`src/rtl/keypad_scanner.sv`:
```
// Row-strobing matrix keypad scanner with press/release debounce.
// Emits one key_valid pulse per confirmed press; key_held spans press to release.
module keypad_scanner #(
    parameter int ROWS            = 4,
    parameter int SETTLE_CYCLES   = 16,
    parameter int DEBOUNCE_CYCLES = 4
) (
    input  logic            clk,
    input  logic            reset,
    input  logic [2:0]      column,
    output logic [ROWS-1:0] row,
    output logic            key_valid,
    output logic [3:0]      key_code,
    output logic            key_held
);

    localparam int CNT_MAX = (SETTLE_CYCLES > DEBOUNCE_CYCLES) ? SETTLE_CYCLES : DEBOUNCE_CYCLES;
    localparam int CW      = $clog2(CNT_MAX + 1);
    localparam int RW      = (ROWS > 1) ? $clog2(ROWS) : 1;

    typedef enum logic [2:0] {
        DRIVE,
        SAMPLE,
        DEBOUNCE,
        PRESSED,
        RELEASE
    } state_t;

    state_t          state, state_next;
    logic [2:0]      col_meta, sample;
    logic [CW-1:0]   cnt;
    logic [RW-1:0]   row_idx, row_idx_next;
    logic [2:0]      pattern;
    logic [1:0]      col_idx, col_sel;
    logic [ROWS-1:0] row_next;
    logic [3:0]      code_next;
    logic            one_low;
    logic            cnt_clear, cnt_one, cnt_inc;
    logic            advance, capture, fire, drop;

    assign one_low = (sample == 3'b110) || (sample == 3'b101) || (sample == 3'b011);

    always_ff @(posedge clk) begin
        if (reset) state <= DRIVE;
        else       state <= state_next;
    end

    always_comb begin
        state_next = state;
        cnt_clear  = 1'b0;
        cnt_one    = 1'b0;
        cnt_inc    = 1'b0;
        advance    = 1'b0;
        capture    = 1'b0;
        fire       = 1'b0;
        drop       = 1'b0;
        case (state)
            DRIVE: begin
                if (cnt >= CW'(SETTLE_CYCLES - 1)) begin
                    state_next = SAMPLE;
                    cnt_clear  = 1'b1;
                end else begin
                    cnt_inc = 1'b1;
                end
            end
            SAMPLE: begin
                if (one_low) begin
                    state_next = DEBOUNCE;
                    capture    = 1'b1;
                    cnt_one    = 1'b1;
                end else begin
                    state_next = DRIVE;
                    advance    = 1'b1;
                    cnt_clear  = 1'b1;
                end
            end
            DEBOUNCE: begin
                if (sample == pattern) begin
                    if (cnt >= CW'(DEBOUNCE_CYCLES - 1)) begin
                        state_next = PRESSED;
                        fire       = 1'b1;
                        cnt_clear  = 1'b1;
                    end else begin
                        cnt_inc = 1'b1;
                    end
                end else begin
                    state_next = DRIVE;
                    advance    = 1'b1;
                    cnt_clear  = 1'b1;
                end
            end
            PRESSED: begin
                if (sample == 3'b111) begin
                    state_next = RELEASE;
                    cnt_one    = 1'b1;
                end
            end
            RELEASE: begin
                if (sample == 3'b111) begin
                    if (cnt >= CW'(DEBOUNCE_CYCLES - 1)) begin
                        state_next = DRIVE;
                        drop       = 1'b1;
                        advance    = 1'b1;
                        cnt_clear  = 1'b1;
                    end else begin
                        cnt_inc = 1'b1;
                    end
                end else begin
                    // release bounce: fall back without re-reporting
                    state_next = PRESSED;
                    cnt_clear  = 1'b1;
                end
            end
            default: begin
                state_next = DRIVE;
                cnt_clear  = 1'b1;
            end
        endcase
    end

    always_comb begin
        row_idx_next = row_idx;
        if (advance)
            row_idx_next = (row_idx == RW'(ROWS - 1)) ? '0 : row_idx + 1'b1;
        row_next = ~(ROWS'(1) << row_idx_next);
        case (sample)
            3'b110:  col_sel = 2'd0;
            3'b101:  col_sel = 2'd1;
            default: col_sel = 2'd2;
        endcase
        code_next = 4'(int'(row_idx) * 3 + int'(col_idx));
    end

    always_ff @(posedge clk) begin
        if (reset) begin
            col_meta  <= '1;
            sample    <= '1;
            row       <= '1;
            row_idx   <= '0;
            cnt       <= '0;
            pattern   <= '1;
            col_idx   <= '0;
            key_valid <= 1'b0;
            key_code  <= '0;
            key_held  <= 1'b0;
        end else begin
            col_meta  <= column;
            sample    <= col_meta;
            row       <= row_next;
            row_idx   <= row_idx_next;
            key_valid <= fire;
            if (cnt_clear)
                cnt <= '0;
            else if (cnt_one)
                cnt <= CW'(1);
            else if (cnt_inc && (cnt != '1))
                cnt <= cnt + 1'b1;
            if (capture) begin
                pattern <= sample;
                col_idx <= col_sel;
            end
            if (fire) begin
                key_code <= code_next;
                key_held <= 1'b1;
            end else if (drop) begin
                key_held <= 1'b0;
            end
        end
    end

endmodule

```
`config.mk`:
```
export PLATFORM = sky130hd
export DESIGN_NAME = keypad_scanner
export DESIGN_NICKNAME = d
export VERILOG_FILES = /design/src/rtl/keypad_scanner.sv
export SDC_FILE = /design/constraint.sdc
export NUM_CORES = 1
export LEC_CHECK = 0
export CELL_PAD_IN_SITES_DETAIL_PLACEMENT = 1
export CELL_PAD_IN_SITES_GLOBAL_PLACEMENT = 1
export CORE_MARGIN = 2
export CORE_UTILIZATION = 45
export DETAILED_ROUTE_END_ITERATION = 8
export PLACE_DENSITY = 0.77
export SLEW_MARGIN = 0
export SYNTH_ARGS = -nofsm -noshare
export SYNTH_HDL_FRONTEND = slang
export SYNTH_SLANG_ARGS = --single-unit
```
`constraint.sdc`:
```
create_clock -name clk -period 4.55 [get_ports clk]
set_input_delay 1.1375 -clock clk [delete_from_list [all_inputs] [get_ports clk]]
set_output_delay 1.1375 -clock clk [all_outputs]
set_load 0.02 [all_outputs]
```
* Word-level counts from Yosys, hierarchy flattened
Cells that the tools add are included.
Storage, ports and cells: bits in registers 31, latch bits 0, memory bits (writable) 0, bits in read-only memories 0, output and inout bits 10, memories kept 0
Cells by class: add/sub/neg operators 3, multipliers 1, divide/modulo/power cells 0, order comparisons 2, eq/ne operators 15, shifts and indexed selects 1, multiplexer cells 36, bitwise operators 1, reduce and logical (&&, ||, !) cells 9
Operators with widths (number):
- 2-to-1 mux 1 bit | 21
- 2-to-1 mux 3 bit | 6
- case mux 3 bit (5 select lines) | 1
- equality test 3 bit, second input constant | 4
- equality test 3 x 2 -> 1 bit, second input constant | 3
- 2-to-1 mux 2 bit | 3
- inequality test 3 bit, second input constant | 2
- case mux 1 bit (3 select lines) | 2
- adder 5 x 1 -> 5 bit, second input constant | 1
- greater-or-equal comparator 5 x 2 -> 1 bit, second input constant | 1
- greater-or-equal comparator 5 x 4 -> 1 bit, second input constant | 1
- inequality test 5 bit, second input constant | 1
- case mux 1 bit (5 select lines) | 1
- adder 4 x 2 -> 4 bit | 1
- multiplier 2 x 2 -> 4 bit, second input constant | 1
- inequality test 2 bit, second input constant | 2
- NOT 4 bit | 1
- case mux 2 bit (2 select lines) | 1
- AND reduction 4 bit | 1
- nonzero test 2 bit | 2
- << shifter 1 x 2 -> 4 bit, first input constant | 1
- equality test 3 x 1 -> 1 bit, second input constant | 1
- equality test 3 bit | 1
- logical NOT 3 bit | 1
- 7 further kinds | 8

* Depth between registers and ports, before layout
Gate-level depths: netlist of the first run.
word-level depth 8, gate-level depth with buffers 8

* Worst setup path after synthesis of the first run
No wires, ideal clock.
path type reg-to-reg, from register cnt[0], to register cnt[2], data arrival time 1.750 ns, required time 4.479 ns, setup slack 2.729 ns, stages on the path, launching flop included 9, clock period less this slack 1.821 ns, cell sequence dfxtp_1 ha_1 and3_1 ha_1 nor2_1 nand3_1 o311a_4 or3_1 a21oi_1
On the way: cells in the longest elaborated chain, start to end 5, elaborated cells on any way between the ends 16, classes of those cells 1 x add/sub; 2 x order compare; 1 x eq/ne; 10 x mux; 2 x reduce/logical
Ends and longest elaborated chain:
- from (decl) | line 31 | logic [CW-1:0] cnt;
- from (signal assigned) | line 157 | cnt <= cnt + 1'b1;
- greater-or-equal comparator 5 x 2 -> 1 bit | line 79, 100
- 2-to-1 mux 1 bit | line 79, 100
- 2-to-1 mux 1 bit, on equally long branches | line 99, 78
- case mux 1 bit (5 select lines) / case mux 1 bit (3 select lines) (equally long branches) | line 57 | case (state)
- OR reduction 3 bit (no source line) / logical AND 1 bit (equally long branches)
Parallel ways exist; a longest one is shown, timed or not. A chain may end at the register's enable or synchronous reset.

* Final worst setup path of the first run
from input reset, to register cnt[1]
On the way: cells in the longest elaborated chain, start to end 1
Ends and longest elaborated chain:
- from (decl) | line 9 | input logic reset,
- OR reduction 3 bit (no source line)
Every way passes these cells.

==> impl_metrics.tcl, run 1 <==
set metrics [dict create \
    status "completed" \
    grt_pass1_wl_mm 6.49 \
    worstSetupStartpoint "reset" \
    path_delay_family "buffers and inverters" \
    io_buffers 14 \
    ys_top_cells_by_area "dfxtp_1 38%, ha_1 4.6%, nor2_1 4.1%" \
    dp.cells 228 \
    p_per_area_nw_per_um2 267 \
    timing.critical_path.mode_cell "a21oi_1" \
    grt_pass1_vias 1399 \
    syn-cell-area_um2 1640 \
    worstHoldPathType "flip-flop to flip-flop" \
    clk_latency_ns 0.33 \
    critical_path_buf_inv_count 1 \
    final_common_cell "dfxtp_1" \
    setup.worst_path.end_class "flip-flop" \
    vias 1321 \
    reg2regPathDepth 8 \
    io_pins 15 \
    crit_chain "clkdlybuf4s50_1 -> a21oi_1 -> nand4_1 -> a21oi_1" \
    synth_largest_area_cell "dfxtp_1" \
    clock_path_buffers 2 \
    syn2layout_area_growth_pct 12.1 \
    avgViaCountPerCell 5.62 \
    seq_area_um2 621 \
    fin_area_um2 1840 \
    synth.top_cell.area_share_pct 37.9 \
    yosysWarnings 0 \
    final.fill_count 406 \
    final_cell_count_no_fill 235 \
    syn_inst 175 \
    postCtsHoldBufs 0 \
    die_y_um 64.4 \
    grt_overflow 0 \
    rsz0062_at_grt "no" \
    cp.arrival_ns 2.76 \
    clk_pin_slew_ns 0.09 \
    die_w_um 64.4 \
    hpwl_mm 2.76 \
    antenna_found_initial 0 \
    critPathKind "input port to flip-flop" \
    cts_max_level 2 \
    grt_usage_pct 20.4 \
    layout_common_cells "31 x dfxtp_1, 18 x nor2_1, 14 x clkdlybuf4s50_1" \
    ys_types 51 \
    synth_flop_cell "dfxtp_1" \
    async_reset_ff_share_pct 0 \
    r2r_start "cnt[0]" \
    grt_max_degree 28 \
    slew_violations 0 \
    fin_skew_ns 0.0105 \
    dr.pass1.iters 4 \
    multi_input_area_um2 940 \
    cts_buffers 5 \
    fmax_ghz 0.400 \
    crit_path_end "cnt[1]" \
    place_area_um2 1780 \
    worst-path-stages 4 \
    r2r_slack_ns 2.42 \
    core_area_um2 3420 \
    synth-seq-cells 31 \
    cts.repair_timing.setup_buffer_count 0 \
    rows 21 \
    worst_pin_slew_ns 0.862 \
    cts_tree "done" \
    place_congestion 0.833 \
    fin_crit_ns 2.50 \
    drt-total-wl_mm 3.71 \
    synth_edf_count 0 \
    peakVddDrop_mv 0.182 \
    drt.antenna.violating_nets 0 \
    max-slew-margin-rel_pct 42.3 \
    clock_sinks 31 \
    power_mw 0.490 \
    ys_seq_area_share_pct 37.9 \
    clock-root-buffer "clkbuf_4" \
    setup_violations 0 \
    slowest_stage "clkdlybuf4s50_1" \
    dr.first_iter.drc_count 62 \
    setup_tns_ns 0 \
    cts_resized 0 \
    r2r_end "cnt[0]" \
    cap_viol_max_count 0 \
    floorplan.die_area_um2 4140 \
    finalHoldViolations 0 \
    drc 0 \
    syn-mean-instance-area_um2 9.37 \
    startpoint_type "input port" \
    worstPathRequired_ns 4.81 \
    power_leakage_nw 0.692 \
    drive_gt1_share_pct 12.7 \
    wl_per_cell_um 15.8 \
    start_util_pct 48.0 \
    slowest_delay_ns 0.85 \
    nets 202 \
    diodes 0 \
    syn-num-nets 188 \
    critPathMaxFanout 27 \
    post-route-period-util_pct 55.0 \
]
-- sequential cells by signal, summed over array words and instances, names as in the netlist --
| register | cells |
|---|---|
| cnt | 5 |
| col_idx | 2 |
| col_meta | 3 |
| key_code | 4 |
| key_held | 1 |
| key_valid | 1 |
| pattern | 3 |
| row | 4 |
| row_idx | 2 |
| sample | 3 |
| state | 3 |
-- synthesized netlist by cell type, types with 3 or more instances --
cell      instances
nand3_1           5
nand4_1           3
a21o_1            3
a211oi_1          4
inv_1             6
or2_2             6
nand2_1           6
xnor2_1           4
mux2i_1           5
o21ai_0           6
dfxtp_1          31
a21oi_1          11
o211ai_1          3
nor3_1            3
nand2b_1          6
nor2_1           18
ha_1              6
o21ai_1           4
or3_1             3
and3_1            3
-- final cells by class --
type	instances	share of cell area, %
sequential	31	33.8
inverter	6	1.23
tap	46	3.13
clock buffer	6	2.79
multi-input combinational	131	51.2
timing repair buffer	14	7.63
clock inverter	1	0.272
-- report_power, final --
group,internal [mW],leakage [nW],switching (mW)
clock network,0.0715,0.0341,0.0948
logic,0.0180,0.406,0.0216
registers,0.277,0.252,0.00781
-- routing by layer --
layer | GRT usage, % | up-vias | share of wire, %
li1 | - | 654 | -
met1 | 25.7 | 643 | 47
met2 | 34.0 | 19 | 49
met3 | 5.81 | 5 | 3.6
met4 | 5.85 | 0 | 1.1
met5 | 0 | - | 0
-- cell families after synthesis --
logic type | count (synthesis) | synth area share [%]
AND/OR/NAND/NOR | 70 | 25.6
AO/OA/AOI/OAI | 43 | 19.0
flip-flops | 31 | 37.9
buffers and inverters | 13 | 4.81
adder cells (fa/ha/maj) | 8 | 7.02
XOR/XNOR | 5 | 2.67
multiplexers | 5 | 3.05
-- worst min path at each step --
stage | cells after the start | endpoint | slack, ns | start
finish | 1 | sample[0] | 0.42 | col_meta[0]
global route | 1 | sample[0] | 0.43 | col_meta[0]
CTS | 1 | sample[0] | 0.42 | col_meta[0]
detailed placement | 1 | sample[0] | 0.40 | col_meta[0]
global placement | 1 | sample[1] | 0.39 | col_meta[1]
floorplan | 1 | sample[0] | 0.39 | col_meta[0]
-- per-stage QoR --
stage	setup WS [ns]	hold slack, ns	util (%)
3_5_place_dp	1.68	0.399	52.1
3_3_place_gp	1.75	0.393	52.1
6_report	2.05	0.417	53.8
2_1_floorplan	2.73	0.389	-
4_1_cts	2.02	0.422	53.8
5_1_grt	1.85	0.428	53.8
Note: power is estimated with default switching activity, not from simulation.
==> run 2: changes to the inputs <==
--- a/config.mk
+++ b/config.mk
@@ -8,9 +8,9 @@
 export CELL_PAD_IN_SITES_DETAIL_PLACEMENT = 1
 export CELL_PAD_IN_SITES_GLOBAL_PLACEMENT = 1
 export CORE_MARGIN = 2
-export CORE_UTILIZATION = 45
+export CORE_UTILIZATION = 43
 export DETAILED_ROUTE_END_ITERATION = 8
-export PLACE_DENSITY = 0.77
+export PLACE_DENSITY = 0.74
 export SLEW_MARGIN = 0
 export SYNTH_ARGS = -nofsm -noshare
 export SYNTH_HDL_FRONTEND = slang
==> constraint.sdc (replaced) <==
create_clock -name clk -period 2.34 [get_ports clk]
set_input_delay 0.585 -clock clk [delete_from_list [all_inputs] [get_ports clk]]
set_output_delay 0.585 -clock clk [all_outputs]
set_load 0.02 [all_outputs]
==> impl_metrics.tcl, run 2 (synthesized netlist as in run 1, its figures left out) <==
set metrics [dict create \
    die_w_um 65.7 \
    final_util_pct 51.5 \
    dp.cells 233 \
    cts_resized 0 \
    dr.pass1.iters 4 \
    drt.antenna.violating_nets 0 \
    grt_pass1_vias 1342 \
    critPathKind "flip-flop to flip-flop" \
    cp.arrival_ns 2.26 \
    clk_pin_slew_ns 0.06 \
    wl_per_cell_um 14.7 \
    p_per_area_nw_per_um2 549 \
    io_buffers 14 \
    grt_pass1_wl_mm 6.20 \
    power_leakage_nw 0.715 \
    vias 1310 \
    largest_register_ffs 5 \
    path_delay_family "compound AO/OA/AOI/OAI gates" \
    worstPathRequired_ns 2.52 \
    min_to "sample[1]" \
    clk_latency_ns 0.28 \
    hpwl_mm 2.67 \
    final_cell_count_no_fill 241 \
    r2r_start "sample[1]" \
    core_area_um2 3660 \
    drc 0 \
    fmax_ghz 0.482 \
    finalHoldViolations 0 \
    dr.first_iter.drc_count 107 \
    startpoint_type "flip-flop" \
    cts_buffers 5 \
    start_util_pct 44.8 \
    reg2regPathDepth 5 \
    clock-root-buffer "clkbuf_8" \
    regMostFlops "cnt" \
    layout_common_cells "31 x dfxtp_1, 18 x nor2_1, 14 x clkdlybuf4s50_1" \
    crit_chain "nand3_2 -> a211oi_2 -> a221oi_4 -> or4_1 -> a21o_1" \
    antenna_found_initial 0 \
    cap_viol_max_count 0 \
    cts.repair_timing.setup_buffer_count 0 \
    fin_skew_ns 0.00575 \
    max-slew-margin-rel_pct 67.6 \
    slowest_stage "dfxtp_1" \
    grt_usage_pct 18.7 \
    holdWs_ns 0.410 \
    fin_crit_ns 2.07 \
    die_y_um 65.7 \
    rsz0062_at_grt "no" \
    worstHoldStart "col_meta[1]" \
    floorplan.die_area_um2 4320 \
    setup.worst_path.end_class "flip-flop" \
    worstHoldPathType "flip-flop to flip-flop" \
    slew_violations 0 \
    r2r_end "row[1]" \
    final_common_cell "dfxtp_1" \
    slowest_delay_ns 0.61 \
    drt-total-wl_mm 3.54 \
    postCtsHoldBufs 0 \
    io_pins 15 \
    worst_pin_slew_ns 0.485 \
    peakVddDrop_mv 0.398 \
    clock_sinks 31 \
    place_congestion 0.854 \
    setup_tns_ns 0 \
    worstSetupStartpoint "sample[1]" \
    critical_path_buf_inv_count 0 \
    drive_gt1_share_pct 13.5 \
    syn2layout_area_growth_pct 15.1 \
    reg.largest.list "cnt: 5 flops, key_code: 4 flops, row: 4 flops" \
    grt_overflow 0 \
    cts_max_level 2 \
    post-route-period-util_pct 88.6 \
    critPathMaxFanout 13 \
    diodes 0 \
    nets 205 \
    grt_max_degree 19 \
    setup_violations 0 \
    r2r_slack_ns 0.27 \
    avgViaCountPerCell 5.44 \
    clock_path_buffers 2 \
    status "completed" \
    cts_tree "done" \
    hold_path_depth 1 \
    rows 22 \
]
run 2: worst max-delay path by stage:
stage	slack (ns)	end	cells past startpoint
after floorplan	0.52	cnt[2]	8
after global routing	0.08	cnt[0]	6
after detailed placement	0.23	row[1]	5
after global placement	0.32	row[1]	5
after CTS	0.22	row[1]	5
final	0.27	row[1]	5
run 2: cell type report:
class / instances / area (um2)
Fill cell: 437 / 1770
Sequential cell: 31 / 621
Tap cell: 48 / 60.1
Multi-Input combinational cell: 131 / 940
Clock inverter: 1 / 5.00
Timing Repair Buffer: 17 / 163
Inverter: 6 / 22.5
Clock buffer: 7 / 76.3
run 2: metal layers:
| metal | global-route usage, % | up-vias | share of wire (%) |
|---|---|---|---|
| met1 | 22.8 | 624 | 46 |
| met2 | 31.2 | 18 | 50 |
| met3 | 4.79 | 6 | 2.8 |
| li1 | - | 662 | - |
| met5 | 0 | - | 0 |
| met4 | 7.81 | 0 | 1.6 |
run 2: power breakdown:
group	internal [mW]	total, mW	switching, mW
clock network	0.208	0.403	0.195
registers	0.539	0.554	0.0150
logic	0.0371	0.0796	0.0426
total	0.784	1.04	0.253
run 2: per-stage QoR:
| stage | instance area (um2) | power (mW) | setup slack [ns] |
|---|---|---|---|
| 2_1_floorplan | 1640 | 0.624 | 0.519 |
| 3_3_place_gp | 1810 | 0.641 | 0.321 |
| 3_5_place_dp | 1810 | 0.645 | 0.231 |
| 4_1_cts | 1890 | 1.04 | 0.217 |
| 5_1_grt | 1890 | 1.08 | 0.0795 |
| 6_report | 1890 | 1.04 | 0.266 |
